===== config.mk =====
export PLATFORM = sky130hd
export DESIGN_NAME = decoder_3x8_stream
export DESIGN_NICKNAME = d
export VERILOG_FILES = /design/src/rtl/decoder_3x8_stream.sv
export SDC_FILE = /design/constraint.sdc
export NUM_CORES = 1
export LEC_CHECK = 0
export ABC_AREA = 1
export ABC_CLOCK_PERIOD_IN_PS = 3500
export BUFFER_PORTS_ARGS = -buffer_cell sky130_fd_sc_hd__buf_4
export CORE_ASPECT_RATIO = 1.4
export CORE_MARGIN = 5
export CORE_UTILIZATION = 63
export DETAILED_ROUTE_END_ITERATION = 12
export PLACE_DENSITY = 0.84
export SLEW_MARGIN = 40
export SYNTH_ARGS = -nofsm -noshare
export SYNTH_HDL_FRONTEND = slang
export SYNTH_SLANG_ARGS = --single-unit

===== constraint.sdc =====
create_clock -name clk -period 3.5 [get_ports clk]
set_clock_uncertainty 0.2 [all_clocks]
set_input_delay 0.525 -clock clk [delete_from_list [all_inputs] [get_ports clk]]
set_output_delay 0.525 -clock clk [all_outputs]
set_load 0.01 [all_outputs]

===== src/rtl/decoder_3x8_stream.sv =====
// Streaming 3-to-8 decoder: codes arrive over valid/ready, queue in a small FIFO,
// and are replayed as timed one-hot strobes separated by an idle gap.
module decoder_3x8_stream #(
  parameter int unsigned DEPTH       = 4,
  parameter int unsigned HOLD_CYCLES = 4,
  parameter int unsigned GAP_CYCLES  = 1
) (
  input  logic       clk,
  input  logic       rst_n,
  input  logic       en,
  input  logic       in_valid,
  input  logic [2:0] in_code,
  output logic       in_ready,
  output logic [7:0] y,
  output logic       busy,
  output logic       done
);

  localparam int unsigned AW   = $clog2(DEPTH);
  localparam int unsigned CMAX = (HOLD_CYCLES > GAP_CYCLES) ? HOLD_CYCLES : GAP_CYCLES;
  localparam int unsigned CW   = (CMAX > 1) ? $clog2(CMAX) : 1;
  localparam logic [CW-1:0] HOLD_LOAD = CW'(HOLD_CYCLES - 1);
  localparam logic [CW-1:0] GAP_LOAD  = CW'(GAP_CYCLES - 1);
  localparam logic [AW:0]   FULL_CNT  = (AW + 1)'(DEPTH);

  typedef enum logic [1:0] {IDLE, DRIVE, GAP} state_t;

  logic [2:0]    mem [DEPTH];
  logic [AW-1:0] wr_ptr, rd_ptr;
  logic [AW:0]   count;
  state_t        state;
  logic [CW-1:0] cnt;
  logic [7:0]    y_reg;
  logic [7:0]    next_word;
  logic          fifo_empty, push, pop;

  assign fifo_empty = (count == '0);
  assign in_ready   = rst_n & (count != FULL_CNT);
  assign push       = in_valid & in_ready;
  // Pop only on the edges where the FSM actually loads a new word.
  assign pop        = en & ~fifo_empty &
                      ((state == IDLE) | ((state == GAP) & (cnt == '0)));

  assign y    = y_reg & {8{en}};
  assign busy = (state != IDLE) | ~fifo_empty;

  always_comb begin
    next_word = '0;
    for (int unsigned i = 0; i < 8; i++) begin
      if (mem[rd_ptr] == 3'(i)) next_word[i] = 1'b1;
    end
  end

  always_ff @(posedge clk) begin
    if (push) mem[wr_ptr] <= in_code;
  end

  always_ff @(posedge clk or negedge rst_n) begin
    if (!rst_n) begin
      wr_ptr <= '0;
      rd_ptr <= '0;
      count  <= '0;
    end else begin
      if (push) wr_ptr <= wr_ptr + AW'(1);
      if (pop)  rd_ptr <= rd_ptr + AW'(1);
      case ({push, pop})
        2'b10:   count <= count + (AW + 1)'(1);
        2'b01:   count <= count - (AW + 1)'(1);
        default: count <= count;
      endcase
    end
  end

  always_ff @(posedge clk or negedge rst_n) begin
    if (!rst_n) begin
      state <= IDLE;
      cnt   <= '0;
      y_reg <= '0;
      done  <= 1'b0;
    end else begin
      done <= 1'b0;
      case (state)
        IDLE: begin
          if (pop) begin
            state <= DRIVE;
            y_reg <= next_word;
            cnt   <= HOLD_LOAD;
          end
        end
        DRIVE: begin
          if (en) begin
            if (cnt == '0) begin
              state <= GAP;
              y_reg <= '0;
              cnt   <= GAP_LOAD;
              done  <= 1'b1;
            end else begin
              cnt <= cnt - CW'(1);
            end
          end
        end
        GAP: begin
          if (en) begin
            if (cnt == '0) begin
              if (pop) begin
                state <= DRIVE;
                y_reg <= next_word;
                cnt   <= HOLD_LOAD;
              end else begin
                state <= IDLE;
              end
            end else begin
              cnt <= cnt - CW'(1);
            end
          end
        end
        default: state <= IDLE;
      endcase
    end
  end

endmodule

# Yosys cells after proc, flatten, opt, wreduce, memory -nomap -nowiden
# Memory sizes are Yosys's and may differ from the RTL's.
# Cells that the tools add are included.
[totals]
reg_bits = 20
ram_bits = 12
in_bits = 7
output_inout_bits = 11
elab_cells = 82
n_memories = 1
[memory_table]
columns = ["memory", "depth", "width", "rd", "rd_ports_with_merged_regs", "write_ports", "line", "text"]
rows = [
  ["mem", 4, 3, 1, 0, 1, "28", "logic [2:0] mem [DEPTH];"],
]
[classes]
add_sub_neg = 5
n_eq_ne = 17
mux = 33
bitwise = 9
n_reduce_logical = 10
[op_table]
columns = ["op", "count"]
rows = [
  ["$mux W8", 5],
  ["$pmux W8 S3", 1],
  ["$mux W2", 10],
  ["$mux W1", 14],
  ["$eq A3 B3 Y1 const B", 4],
  ["$pmux W2 S3", 2],
  ["$reduce_and A5 Y1", 2],
  ["$and A8 B8 Y8", 1],
  ["$ne A2 B2 Y1 const B", 4],
  ["$eq A3 B2 Y1 const B", 2],
  ["$logic_not A3 Y1", 2],
  ["$pmux W3 S2", 1],
  ["$and A1 B1 Y1", 5],
  ["$add A2 B1 Y2 const B", 2],
  ["$eq A2 B1 Y1 const B", 2],
  ["$eq A2 B2 Y1 const B", 2],
  ["$logic_not A2 Y1", 2],
  ["$reduce_bool A2 Y1", 2],
  ["$add A3 B1 Y3 const B", 1],
  ["$eq A3 B1 Y1 const B", 1],
  ["$ne A3 B3 Y1 const B", 1],
  ["$reduce_and A3 Y1", 1],
  ["$reduce_bool A3 Y1", 1],
  ["$sub A3 B1 Y3 const B", 1],
  ["4 further kinds", 5],
]

# Longest topological paths before layout
# Gate-level depths: netlist of run 1.
[depth]
depth_word = 8
ltp_mapped = 12
ltp_nobuf = 12

# Least setup slack after synthesis of run 1
# No wires, ideal clock.
[synth_timing]
path_type = "flip-flop to flip-flop"
from = "register state[0]"
to = "register count[2]"
setup_ns = 0.131
arrival_ns = 2.037
required_ns = 3.169
slack_ns = 1.132
stages_incl_launch_ff = 13
n_path_buf = 0
synth_period_minus_slack_ns = 2.368
cell_sequence = "dfrtp_1 -> inv_1 -> ha_1 -> nand2_1 -> nand2_1 -> nand2_4 -> inv_1 -> ha_1 -> inv_1 -> fa_1 -> a21oi_1 -> o21ai_0 -> xor2_1"
[synth_via]
elab_chain_cells = 6
word_cells_on_any_way = 9
classes_between = "eq/ne: 3; mux: 1; bitwise: 3; reduce/logical: 2"
[synth_lines]
columns = ["item", "line", "text"]
rows = [
  ["start: declaration", "31", "state_t state;"],
  ["start signal: assignment", "76", "state <= IDLE;"],
  ["start signal: assignment", "85", "state <= DRIVE;"],
  ["start signal: assignment", "93", "state <= GAP;"],
  ["$eq A2 B2 Y1", "42", "((state == IDLE) | ((state == GAP) & (cnt == '0)));"],
  ["$and A1 B1 Y1", "42", ""],
  ["$or A1 B1 Y1 *", "42", ""],
  ["$and A1 B1 Y1 *", "41", "assign pop = en & ~fifo_empty &"],
  ["net pop", "35", "logic fifo_empty, push, pop;"],
  ["$eq A2 B1 Y1 or $eq A2 B2 Y1 (tied branches)", "66", "case ({push, pop})"],
  ["$pmux W3 S2 or $reduce_bool A2 Y1 (tied branches)", "--", ""],
  ["end signal: assignment", "67", "2'b10: count <= count + (AW + 1)'(1);"],
  ["end signal: assignment", "68", "2'b01: count <= count - (AW + 1)'(1);"],
  ["end signal: assignment", "69", "default: count <= count;"],
  ["end: declaration", "30", "logic [AW:0] count;"],
]
# Mark *: on every way through the listed nets, which the timed path passes. The rest lies on a longest branch.
# A chain may end at the register's enable or synchronous reset.

# Final worst setup path of run 1
[layout_timing]
from = "input rst_n"
to = "register count[2]"
[layout_via]
elab_chain_cells = 4
word_cells_on_any_way = 6
classes_between = "eq/ne: 2; mux: 1; bitwise: 2; reduce/logical: 1"
[layout_lines]
columns = ["item", "line", "text"]
rows = [
  ["start: declaration", "9", "input logic rst_n,"],
  ["$and A1 B1 Y1 *", "38", "assign in_ready = rst_n & (count != FULL_CNT);"],
  ["$and A1 B1 Y1 *", "39", "assign push = in_valid & in_ready;"],
  ["$eq A2 B1 Y1 or $eq A2 B2 Y1 (tied branches)", "66", ""],
  ["$pmux W3 S2 or $reduce_bool A2 Y1 (tied branches)", "--", ""],
]
# Every way passes the cells marked *; elsewhere a longest branch is shown, timed or not.

==> results of run 1 <==
worst register-to-register path, cell delays in order, from the launching register on:
cell,delay [ns]
dfrtp_1,0.45
inv_1,0.20
ha_1,0.23
nand2_1,0.08
nand2_1,0.14
nand2_4,0.09
inv_1,0.08
ha_1,0.13
inv_1,0.07
fa_1,0.39
a21oi_1,0.18
o21ai_0,0.12
xor2_1,0.15
timing repair:
item,CTS,global route
resized for setup,0,0
hold buffers,1,0
hold endpoints to repair,20,0
worst paths after layout:
kind | from | endpoint | depth (start not counted)
min in group asynchronous | rst_n | wr_ptr[0]$_DFFE_PN0P_ | 2
worst min-delay path | in_code[0] | mem[1][0]$_DFFE_PP_ | 1
worst min register to register | y_reg[7]$_DFFE_PN0P_ | y_reg[7]$_DFFE_PN0P_ | 2
worst max-delay path | rst_n | count[2]$_DFFE_PN0P_ | 10
worst max register to register | state[0]$_DFFE_PN0P_ | count[2]$_DFFE_PN0P_ | 12
max in group asynchronous | rst_n | y_reg[1]$_DFFE_PN0P_ | 2
Yosys cell counts:
| cell | instances |
|---|---|
| a21oi_1 | 4 |
| a21oi_4 | 2 |
| inv_1 | 30 |
| inv_2 | 3 |
| a21boi_2 | 1 |
| ha_1 | 11 |
| nand4_1 | 1 |
| o21ai_0 | 5 |
| or2_1 | 1 |
| nand2_2 | 6 |
| dfrtp_1 | 20 |
| nor2_2 | 2 |
| nor2_4 | 1 |
| nand2_4 | 1 |
| buf_6 | 1 |
| nor2_1 | 23 |
| nand3_1 | 9 |
| fa_1 | 1 |
| nor3_2 | 1 |
| buf_4 | 1 |
| nand2_1 | 77 |
| xor2_1 | 3 |
| xnor2_1 | 1 |
| edfxtp_1 | 12 |
| nand3_2 | 2 |
| buf_2 | 1 |
metrics by stage:
step,instances,hold WS [ns]
global route,280,0.220
detailed placement,271,0.222
global placement,271,0.218
floorplan,220,0.0294
CTS,280,0.226
finish,280,0.232
layer usage:
| layer | vias to the layer above | wire length, µm | global-route usage (%) |
|---|---|---|---|
| met5 | - | 0 | 0 |
| met4 | 0 | 72 | 10.5 |
| met3 | 9 | 133 | 5.98 |
| met2 | 23 | 1720 | 34.1 |
| met1 | 601 | 1260 | 17.2 |
| li1 | 714 | - | - |
cell type report:
class                   count  area, µm²  area share, %
multi-input cells         152        817           38.9
clock buffers               5       68.8           3.28
inverters                  33        124           5.90
repair buffers             18        138           6.55
clock inverters             3       46.3           2.20
well taps                  37       46.3           2.20
flip-flops and latches     32        861           41.0
cell usage in the layout, fill, tap and decap left out, drive strengths merged:
master        n
nand2        84
inv          34
nor2         26
dfrtp        20
buf          17
edfxtp       12
ha           11
nand3        11
a21oi         6
o21ai         5
clkbuf        5
xor2          3
a21boi        1
nor3          1
nand4         1
xnor2         1
or2           1
fa            1
clkinvlp      1
bufinv        1
dlygate4sd3   1
logic make-up after synthesis:
| family | Yosys count | synth area share [%] |
|---|---|---|
| adders and majority gates | 12 | 8.64 |
| AOI/OAI and AO/OA | 12 | 4.87 |
| xor gates and xnor gates | 4 | 1.92 |
| and+or+nand+nor | 124 | 29.3 |
| DFF | 32 | 47.2 |
| buffers and inverters | 36 | 8.09 |
power by group through the flow:
stage	sequential [mW]	clock, mW	combinational, mW
5_1_grt	0.619	0.385	0.954
3_3_place_gp	0.604	0	0.792
4_1_cts	0.603	0.366	0.831
6_report	0.602	0.362	0.821
3_5_place_dp	0.610	0	0.816
2_1_floorplan	0.569	0	0.676
==> results.sh, run 1 <==
export IMPL_design_core_area_um2=2820
export IMPL_ys_seq_area_share_pct=47.2
export IMPL_fin_crit_ns=2.74
export IMPL_design_area_um2=2100
export IMPL_antenna_cells=0
export IMPL_cts_buffer_depth=2
export IMPL_synth_area_um2=1830
export IMPL_final_setup_tns_ns=0
export IMPL_synthDistinctLibCells=26
export IMPL_drt_pass1_iterations=4
export IMPL_ios=18
export IMPL_rsz0062_at_grt="false"
export IMPL_area_growth_pct=15.1
export IMPL_status="complete, no violations"
export IMPL_crit_path_max_incr_delay_ns=0.53
export IMPL_fmax_mhz=365
export IMPL_grt_max_degree=22
export IMPL_syn_inst=220
export IMPL_intPower_mw=1.01
export IMPL_first_global_vias=1389
export IMPL_vias=1347
export IMPL_grt_util_all_layers_pct=18.2
export IMPL_power_density_nw_per_um2=850
export IMPL_htreeDepth=2
export IMPL_synth_area_leaders="dfrtp_1, edfxtp_1, nand2_1, ha_1, inv_1"
export IMPL_postPlaceCellArea_um2=1980
export IMPL_dieArea_um2=4090
export IMPL_cts_root_buf="clkbuf_8"
export IMPL_fillers=237
export IMPL_vdd_drop_max_mv=0.540
export IMPL_grt_pass1_wl_mm=5.67
export IMPL_synth_top_area_cell="dfrtp_1"
export IMPL_slew_viol_final=0
export IMPL_arrival_ns=2.72
export IMPL_switchingPower_mw=0.773
export IMPL_utilization_pct=74.5
export IMPL_fp_dieH_um=73.7
export IMPL_totalWireLength_mm=3.19
export IMPL_drtIter0Drc=19
export IMPL_path_clk_slew_ns=0.07
export IMPL_die_x_um=55.5
export IMPL_crit_chain="dlygate4sd3_1 -> buf_4 -> a21boi_2 -> nand2_2 -> ha_1 -> inv_1 -> fa_1 -> a21oi_1 -> o21ai_0 -> xor2_1"
export IMPL_hold_viol=0
export IMPL_required_ns=3.48
export IMPL_clock_power_share_pct=20.3
export IMPL_crit_type="input pin to register"
export IMPL_rows=23
export IMPL_seq_power_share_pct=33.7
export IMPL_yosysWarningCount=0
export IMPL_path_delay_family="buffers and inverters"
export IMPL_synth_top_area_share_pct=27.4
export IMPL_cts_buffers=5
export IMPL_relSlewSlack_pct=81.2
export IMPL_largest_reg_flops=12
export IMPL_fin_ws_ns=0.759
export IMPL_path_buf_inv=3
export IMPL_clock_sinks=32
export IMPL_antenna_left=0
export IMPL_reg2reg_slack_ns=0.88
export IMPL_drcViolationCount=0
export IMPL_cts_tree="done"
export IMPL_endpoint_kind="register"
export IMPL_cap_viol_max_count=0
export IMPL_insertion_delay_ns=0.29
export IMPL_avgSynthCellArea_um2=8.30
export IMPL_startpoint_type="input pin"
export IMPL_routabilityCongestion=0.884
export IMPL_path_max_fanout=21
export IMPL_worst_slew_pin_slew_ns=0.280
export IMPL_synth_seq_cells=32
export IMPL_hold_class="input pin to register"
export IMPL_vias_per_cell=4.81
export IMPL_p_leak_nw=1.12
export IMPL_synth_nets=239
export IMPL_setup_viol=0
export IMPL_power_mw=1.78
export IMPL_nNetsFinal=261
export IMPL_antenna_found_initial=0
export IMPL_port_buffers=17
export IMPL_slowest_stage="dlygate4sd3_1"
export IMPL_pwr_share_comb_pct=46.0
export IMPL_routedWlPerCell_um=11.4
export IMPL_post_place_ws_ns=0.926
export IMPL_dp_hpwl_mm=2.45
export IMPL_fin_crit_sh_pct=78.3
export IMPL_final_layout_size_suffix_gt1_share_pct=18.1
export IMPL_swShare_pct=43.3
export IMPL_start_util_pct=64.7
export IMPL_cts_setup_buffers=0
export IMPL_grt_overflow_total=0
Power figures use the tool's default switching activity.
==> inputs of run 2 (changes only) <==
--- a/config.mk
+++ b/config.mk
@@ -6,13 +6,13 @@
 export NUM_CORES = 1
 export LEC_CHECK = 0
 export ABC_AREA = 1
-export ABC_CLOCK_PERIOD_IN_PS = 3500
+export ABC_CLOCK_PERIOD_IN_PS = 2550
 export BUFFER_PORTS_ARGS = -buffer_cell sky130_fd_sc_hd__buf_4
 export CORE_ASPECT_RATIO = 1.4
 export CORE_MARGIN = 5
-export CORE_UTILIZATION = 63
+export CORE_UTILIZATION = 58
 export DETAILED_ROUTE_END_ITERATION = 12
-export PLACE_DENSITY = 0.84
+export PLACE_DENSITY = 0.78
 export SLEW_MARGIN = 40
 export SYNTH_ARGS = -nofsm -noshare
 export SYNTH_HDL_FRONTEND = slang
==> constraint.sdc (replaced) <==
create_clock -name clk -period 2.55 [get_ports clk]
set_clock_uncertainty 0.2 [all_clocks]
set_input_delay 0.3825 -clock clk [delete_from_list [all_inputs] [get_ports clk]]
set_output_delay 0.3825 -clock clk [all_outputs]
set_load 0.01 [all_outputs]
==> run 2 against run 1 <==
  * Worst setup slack lost 0.63 ns
  * Critical path depth is the same
  * Count of clock-buffer cells in the layout is the same
  * Sequential share of layout area shrank 0.70 points
  * Power grew 39%
  * Routed wire length shrank 0.41%
  * Utilization shrank 4.7 points
  * Final area grew 1.7%
  * Final cell count grew 2.1%
  * Global-route usage shrank 1.4 points
  * Largest cell class unchanged
  * Largest power group unchanged
==> results.sh, run 2 (same netlist as run 1, synthesis figures left out) <==
export IMPL_hold_class="input pin to register"
export IMPL_rr_worst_depth=12
export IMPL_reg2reg_to="count[2]$_DFFE_PN0P_"
export IMPL_cts_root_buf="clkbuf_8"
export IMPL_crit_chain="dlygate4sd3_1 -> buf_4 -> a21boi_2 -> nand2_2 -> ha_1 -> inv_1 -> fa_1 -> a21oi_1 -> o21ai_0 -> xor2_1"
export IMPL_vdd_drop_max_mv=0.829
export IMPL_vias_per_cell=4.72
export IMPL_clock_sinks=32
export IMPL_rows=24
export IMPL_relSlewSlack_pct=81.5
export IMPL_required_ns=2.51
export IMPL_status="complete, no violations"
export IMPL_die_x_um=57.4
export IMPL_largest_reg_flops=12
export IMPL_path_max_fanout=8
export IMPL_final_layout_size_suffix_gt1_share_pct=21.1
export IMPL_drt_pass1_iterations=4
export IMPL_grt_max_degree=21
export IMPL_startpoint_type="input pin"
export IMPL_grt_util_all_layers_pct=16.8
export IMPL_power_density_nw_per_um2=1160
export IMPL_grt_pass1_wl_mm=5.71
export IMPL_htreeDepth=2
export IMPL_fmax_mhz=414
export IMPL_hold_viol=0
export IMPL_fin_crit_ns=2.42
export IMPL_reg2reg_from="state[0]$_DFFE_PN0P_"
export IMPL_final_setup_tns_ns=0
export IMPL_crit_path_max_incr_delay_ns=0.54
export IMPL_drtIter0Drc=53
export IMPL_first_global_vias=1268
export IMPL_antenna_found_initial=0
export IMPL_routabilityCongestion=0.866
export IMPL_endpoint_kind="register"
export IMPL_hold_path_end="mem[0][2]$_DFFE_PP_"
export IMPL_start_util_pct=59.6
export IMPL_cap_viol_max_count=0
export IMPL_ios=18
export IMPL_layout_common_cells="nand2_1, inv_1, nor2_1, buf_4, dfrtp_1"
export IMPL_design_core_area_um2=3060
export IMPL_slowest_stage="dlygate4sd3_1"
export IMPL_setup_viol=0
export IMPL_antenna_left=0
export IMPL_p_leak_nw=1.14
export IMPL_cts_tree="done"
export IMPL_min_from="in_code[2]"
export IMPL_fillers=276
export IMPL_path_clk_slew_ns=0.06
export IMPL_dp_cells=276
export IMPL_insertion_delay_ns=0.29
export IMPL_cts_buffers=5
export IMPL_fin_crit_sh_pct=94.8
export IMPL_arrival_ns=2.38
export IMPL_fin_cells=286
export IMPL_slew_viol_final=0
export IMPL_worst_slew_pin_slew_ns=0.277
export IMPL_routedWlPerCell_um=11.1
export IMPL_reg2reg_slack_ns=0.18
export IMPL_hold_depth=1
export IMPL_vias=1349
export IMPL_dp_hpwl_mm=2.41
export IMPL_grt_overflow_total=0
export IMPL_cts_buffer_depth=2
export IMPL_drcViolationCount=0
export IMPL_rsz0062_at_grt="false"
export IMPL_area_growth_pct=17.1
export IMPL_nNetsFinal=265
export IMPL_dieArea_um2=4390
export IMPL_final_common_cell="nand2_1"
export IMPL_crit_type="input pin to register"
export IMPL_fp_dieH_um=76.4
export IMPL_port_buffers=17
export IMPL_totalWireLength_mm=3.17
export IMPL_antenna_cells=0
run 2: changes by cell type in the layout (fill, tap and decap cells not counted):
cell      previous run  this run
ha_2                 0         2
nand2_2              6         7
ha_1                11         9
buf_4               17        21
inv_2                3         4
inv_6                1         0
nand2_1             77        76
clkinv_2             0         1
inv_1               30        29
run 2: final cells by class:
type | instances | area, µm² | share of cell area, %
Clock buffer | 5 | 68.8 | 3.22
Clock inverter | 3 | 42.5 | 1.99
Inverter | 33 | 124 | 5.80
Multi-Input combinational cell | 152 | 825 | 38.6
Sequential cell | 32 | 861 | 40.3
Tap cell | 39 | 48.8 | 2.28
Timing Repair Buffer | 22 | 168 | 7.85
run 2: layer usage:
layer / GRT usage (%) / vias up / part of all wire (%) / wire (µm)
li1: - / 722 / - / -
met1: 19.3 / 606 / 40 / 1270
met2: 27.8 / 16 / 54 / 1700
met3: 5.25 / 5 / 4.2 / 133
met4: 7.66 / 0 / 2.1 / 68
met5: 0 / - / 0 / 0
run 2: worst max-delay path: cells and delay by family:
kind / cells / cell delay, ns
compound gates: 3 / 0.41
xor+xnor: 1 / 0.15
fa+ha+maj: 2 / 0.53
buf+inv: 3 / 0.74
simple gates: 1 / 0.15
run 2: worst max-delay path by stage:
stage / slack [ns] / endpoint / cells past startpoint / start
detailed placement: 0.12 / count[2]$_DFFE_PN0P_ / 12 / state[1]$_DFFE_PN0P_
global route: 0.0007 / count[2]$_DFFE_PN0P_ / 12 / state[0]$_DFFE_PN0P_
floorplan: 0.18 / count[2]$_DFFE_PN0P_ / 12 / state[0]$_DFFE_PN0P_
finish: 0.13 / count[2]$_DFFE_PN0P_ / 10 / rst_n
global placement: 0.21 / count[2]$_DFFE_PN0P_ / 12 / state[1]$_DFFE_PN0P_
CTS: 0.11 / count[2]$_DFFE_PN0P_ / 12 / state[1]$_DFFE_PN0P_
run 2: stage by stage:
stage	hold WS, ns	utilization [%]	setup slack [ns]	cell area (µm²)	total power, mW
floorplan	-0.113	-	0.182	1830	1.71
global placement	0.176	65.3	0.206	2000	1.95
finish	0.0970	69.8	0.132	2140	2.47
detailed placement	0.180	65.3	0.123	2000	1.98
global route	0.0773	69.8	0.000731	2140	2.73
CTS	0.0825	69.3	0.107	2120	2.48
run 2: what timing repair did:
item | CTS | global route
buffers inserted | 0 | 1
hold buffers | 1 | 0
setup endpoints to repair | 0 | 1
resized for setup | 0 | 4
hold endpoints to repair | 20 | 0
run 2: power breakdown:
| part | internal (mW) | total (mW) | switching, mW |
|---|---|---|---|
| clock network | 0.289 | 0.478 | 0.190 |
| registers | 0.687 | 0.814 | 0.128 |
| logic | 0.443 | 1.18 | 0.737 |
==> inputs of run 3 (changes only) <==
--- a/config.mk
+++ b/config.mk
@@ -12,7 +12,7 @@
 export CORE_MARGIN = 5
 export CORE_UTILIZATION = 58
 export DETAILED_ROUTE_END_ITERATION = 12
-export PLACE_DENSITY = 0.78
+export PLACE_DENSITY = 0.75
 export SLEW_MARGIN = 40
 export SYNTH_ARGS = -nofsm -noshare
 export SYNTH_HDL_FRONTEND = slang
==> run 3 against run 2 <==
  * Sequential share of layout area increased by 0.28 points
  * Count of clock-buffer cells in the layout unchanged
  * Critical path depth stayed put
  * Non-clock buffer count is 1 lower
  * Clock power is 17% lower
  * Highest routed layer unchanged
==> results.sh, run 3 (same netlist as run 1, synthesis figures left out) <==
export IMPL_status="complete, no violations"
export IMPL_setup_viol=0
export IMPL_fmax_mhz=418
export IMPL_slew_viol_final=0
export IMPL_htreeDepth=2
export IMPL_drt_pass1_iterations=4
export IMPL_fin_crit_sh_pct=93.7
export IMPL_area_growth_pct=16.2
export IMPL_largest_reg_flops=12
export IMPL_grt_pass1_wl_mm=5.82
export IMPL_rsz0062_at_grt="false"
export IMPL_path_clk_slew_ns=0.07
export IMPL_path_max_fanout=8
export IMPL_crit_type="input pin to register"
export IMPL_fillers=256
export IMPL_final_common_cell="nand2_1"
export IMPL_required_ns=2.52
export IMPL_cts_buffer_depth=2
export IMPL_rows=24
export IMPL_cap_viol_max_count=0
export IMPL_hold_class="input pin to register"
export IMPL_vias_per_cell=4.79
export IMPL_antenna_cells=0
export IMPL_relSlewSlack_pct=81.1
export IMPL_p_leak_nw=1.12
export IMPL_cts_buffers=5
export IMPL_post_place_ws_ns=0.0649
export IMPL_layout_common_cells="nand2_1, inv_1, nor2_1, dfrtp_1, buf_4"
export IMPL_fin_crit_ns=2.39
export IMPL_die_x_um=57.4
export IMPL_routabilityCongestion=0.875
export IMPL_insertion_delay_ns=0.29
export IMPL_power_density_nw_per_um2=1120
export IMPL_nNetsFinal=264
export IMPL_startpoint_type="input pin"
export IMPL_drcViolationCount=0
export IMPL_hold_viol=0
export IMPL_antenna_found_initial=0
export IMPL_grt_overflow_total=0
export IMPL_final_setup_tns_ns=0
export IMPL_vdd_drop_max_mv=0.694
export IMPL_dp_hpwl_mm=2.42
export IMPL_ios=18
export IMPL_design_core_area_um2=3060
export IMPL_clock_sinks=32
export IMPL_port_buffers=17
export IMPL_cts_root_buf="clkbuf_8"
export IMPL_routedWlPerCell_um=11.0
export IMPL_grt_util_all_layers_pct=17.2
export IMPL_start_util_pct=59.6
export IMPL_grt_max_degree=21
export IMPL_vias=1365
export IMPL_worst_slew_pin_slew_ns=0.283
export IMPL_utilization_pct=69.3
export IMPL_dieArea_um2=4390
export IMPL_drtIter0Drc=35
export IMPL_power_mw=2.38
export IMPL_endpoint_kind="register"
export IMPL_totalWireLength_mm=3.13
export IMPL_fin_ws_ns=0.160
export IMPL_final_layout_size_suffix_gt1_share_pct=21.5
export IMPL_antenna_left=0
export IMPL_cts_tree="done"
export IMPL_arrival_ns=2.36
export IMPL_first_global_vias=1313
export IMPL_fp_dieH_um=76.4
## run 3: cell count changes in the layout (fill, tap and decap cells not counted)
cell        delta
a21oi_1        -1
a21oi_2        +1
buf_4          -1
bufinv_16      -1
clkinv_2       -1
clkinv_4       +1
clkinvlp_4     +1
fa_1           -1
fa_2           +1
nand2_2        -1
nand2_4        +1
## run 3: power breakdown
group / leakage (nW) / switching, mW / internal (mW)
clock network: 0.0404 / 0.203 / 0.193
registers: 0.363 / 0.128 / 0.687
logic: 0.720 / 0.730 / 0.442
## run 3: through the flow
stage | std cells | area [µm²] | hold WS, ns
final | 285 | 2120 | 0.0899
after detailed placement | 275 | 1990 | 0.198
after floorplan | 220 | 1830 | -0.113
after global placement | 275 | 1990 | 0.196
after CTS | 285 | 2100 | 0.0777
after global routing | 285 | 2120 | 0.0769
## run 3: final cells by class
cell class / instances / area, µm² / area share [%]
Sequential cell: 32 / 861 / 40.6
Multi-Input combinational cell: 152 / 836 / 39.4
Timing Repair Buffer: 21 / 160 / 7.55
Inverter: 33 / 124 / 5.84
Clock buffer: 5 / 68.8 / 3.24
Tap cell: 39 / 48.8 / 2.30
Clock inverter: 3 / 23.8 / 1.12
## run 3: final timing paths
| kind | from | cells past startpoint | slack [ns] | to |
|---|---|---|---|---|
| max | rst_n | 10 | 0.16 | count[2]$_DFFE_PN0P_ |
| min | in_code[0] | 1 | 0.09 | mem[2][0]$_DFFE_PP_ |
| max reg2reg | state[1]$_DFFE_PN0P_ | 12 | 0.18 | count[2]$_DFFE_PN0P_ |
| min reg2reg | y_reg[3]$_DFFE_PN0P_ | 2 | 0.28 | y_reg[3]$_DFFE_PN0P_ |
| max in group asynchronous | rst_n | 3 | 1.52 | y_reg[2]$_DFFE_PN0P_ |
| min in group asynchronous | rst_n | 3 | 0.42 | cnt[0]$_DFFE_PN0P_ |
## run 3: worst max-delay path: stages
cell and delay [ns]:
dlygate4sd3_1 0.53, buf_4 0.15, a21boi_2 0.18, nand2_4 0.12, ha_1 0.15, inv_1 0.08, fa_2 0.37, a21oi_2 0.13
o21ai_0 0.11, xor2_1 0.16
## run 3: what timing repair did
item | CTS | global route
setup endpoints to repair | 1 | 1
pin swaps | 0 | 0
hold buffers | 1 | 0
resized for setup | 0 | 7
hold endpoints to repair | 20 | 0
setup buffers | 1 | 0
## run 3: metal layers
metal / track usage, % / vias up / part of all wire (%)
li1: - / 721 / -
met1: 19.1 / 613 / 39
met2: 29.1 / 22 / 54
met3: 5.25 / 9 / 4.9
met4: 8.12 / 0 / 2.4
met5: 0 / - / 0
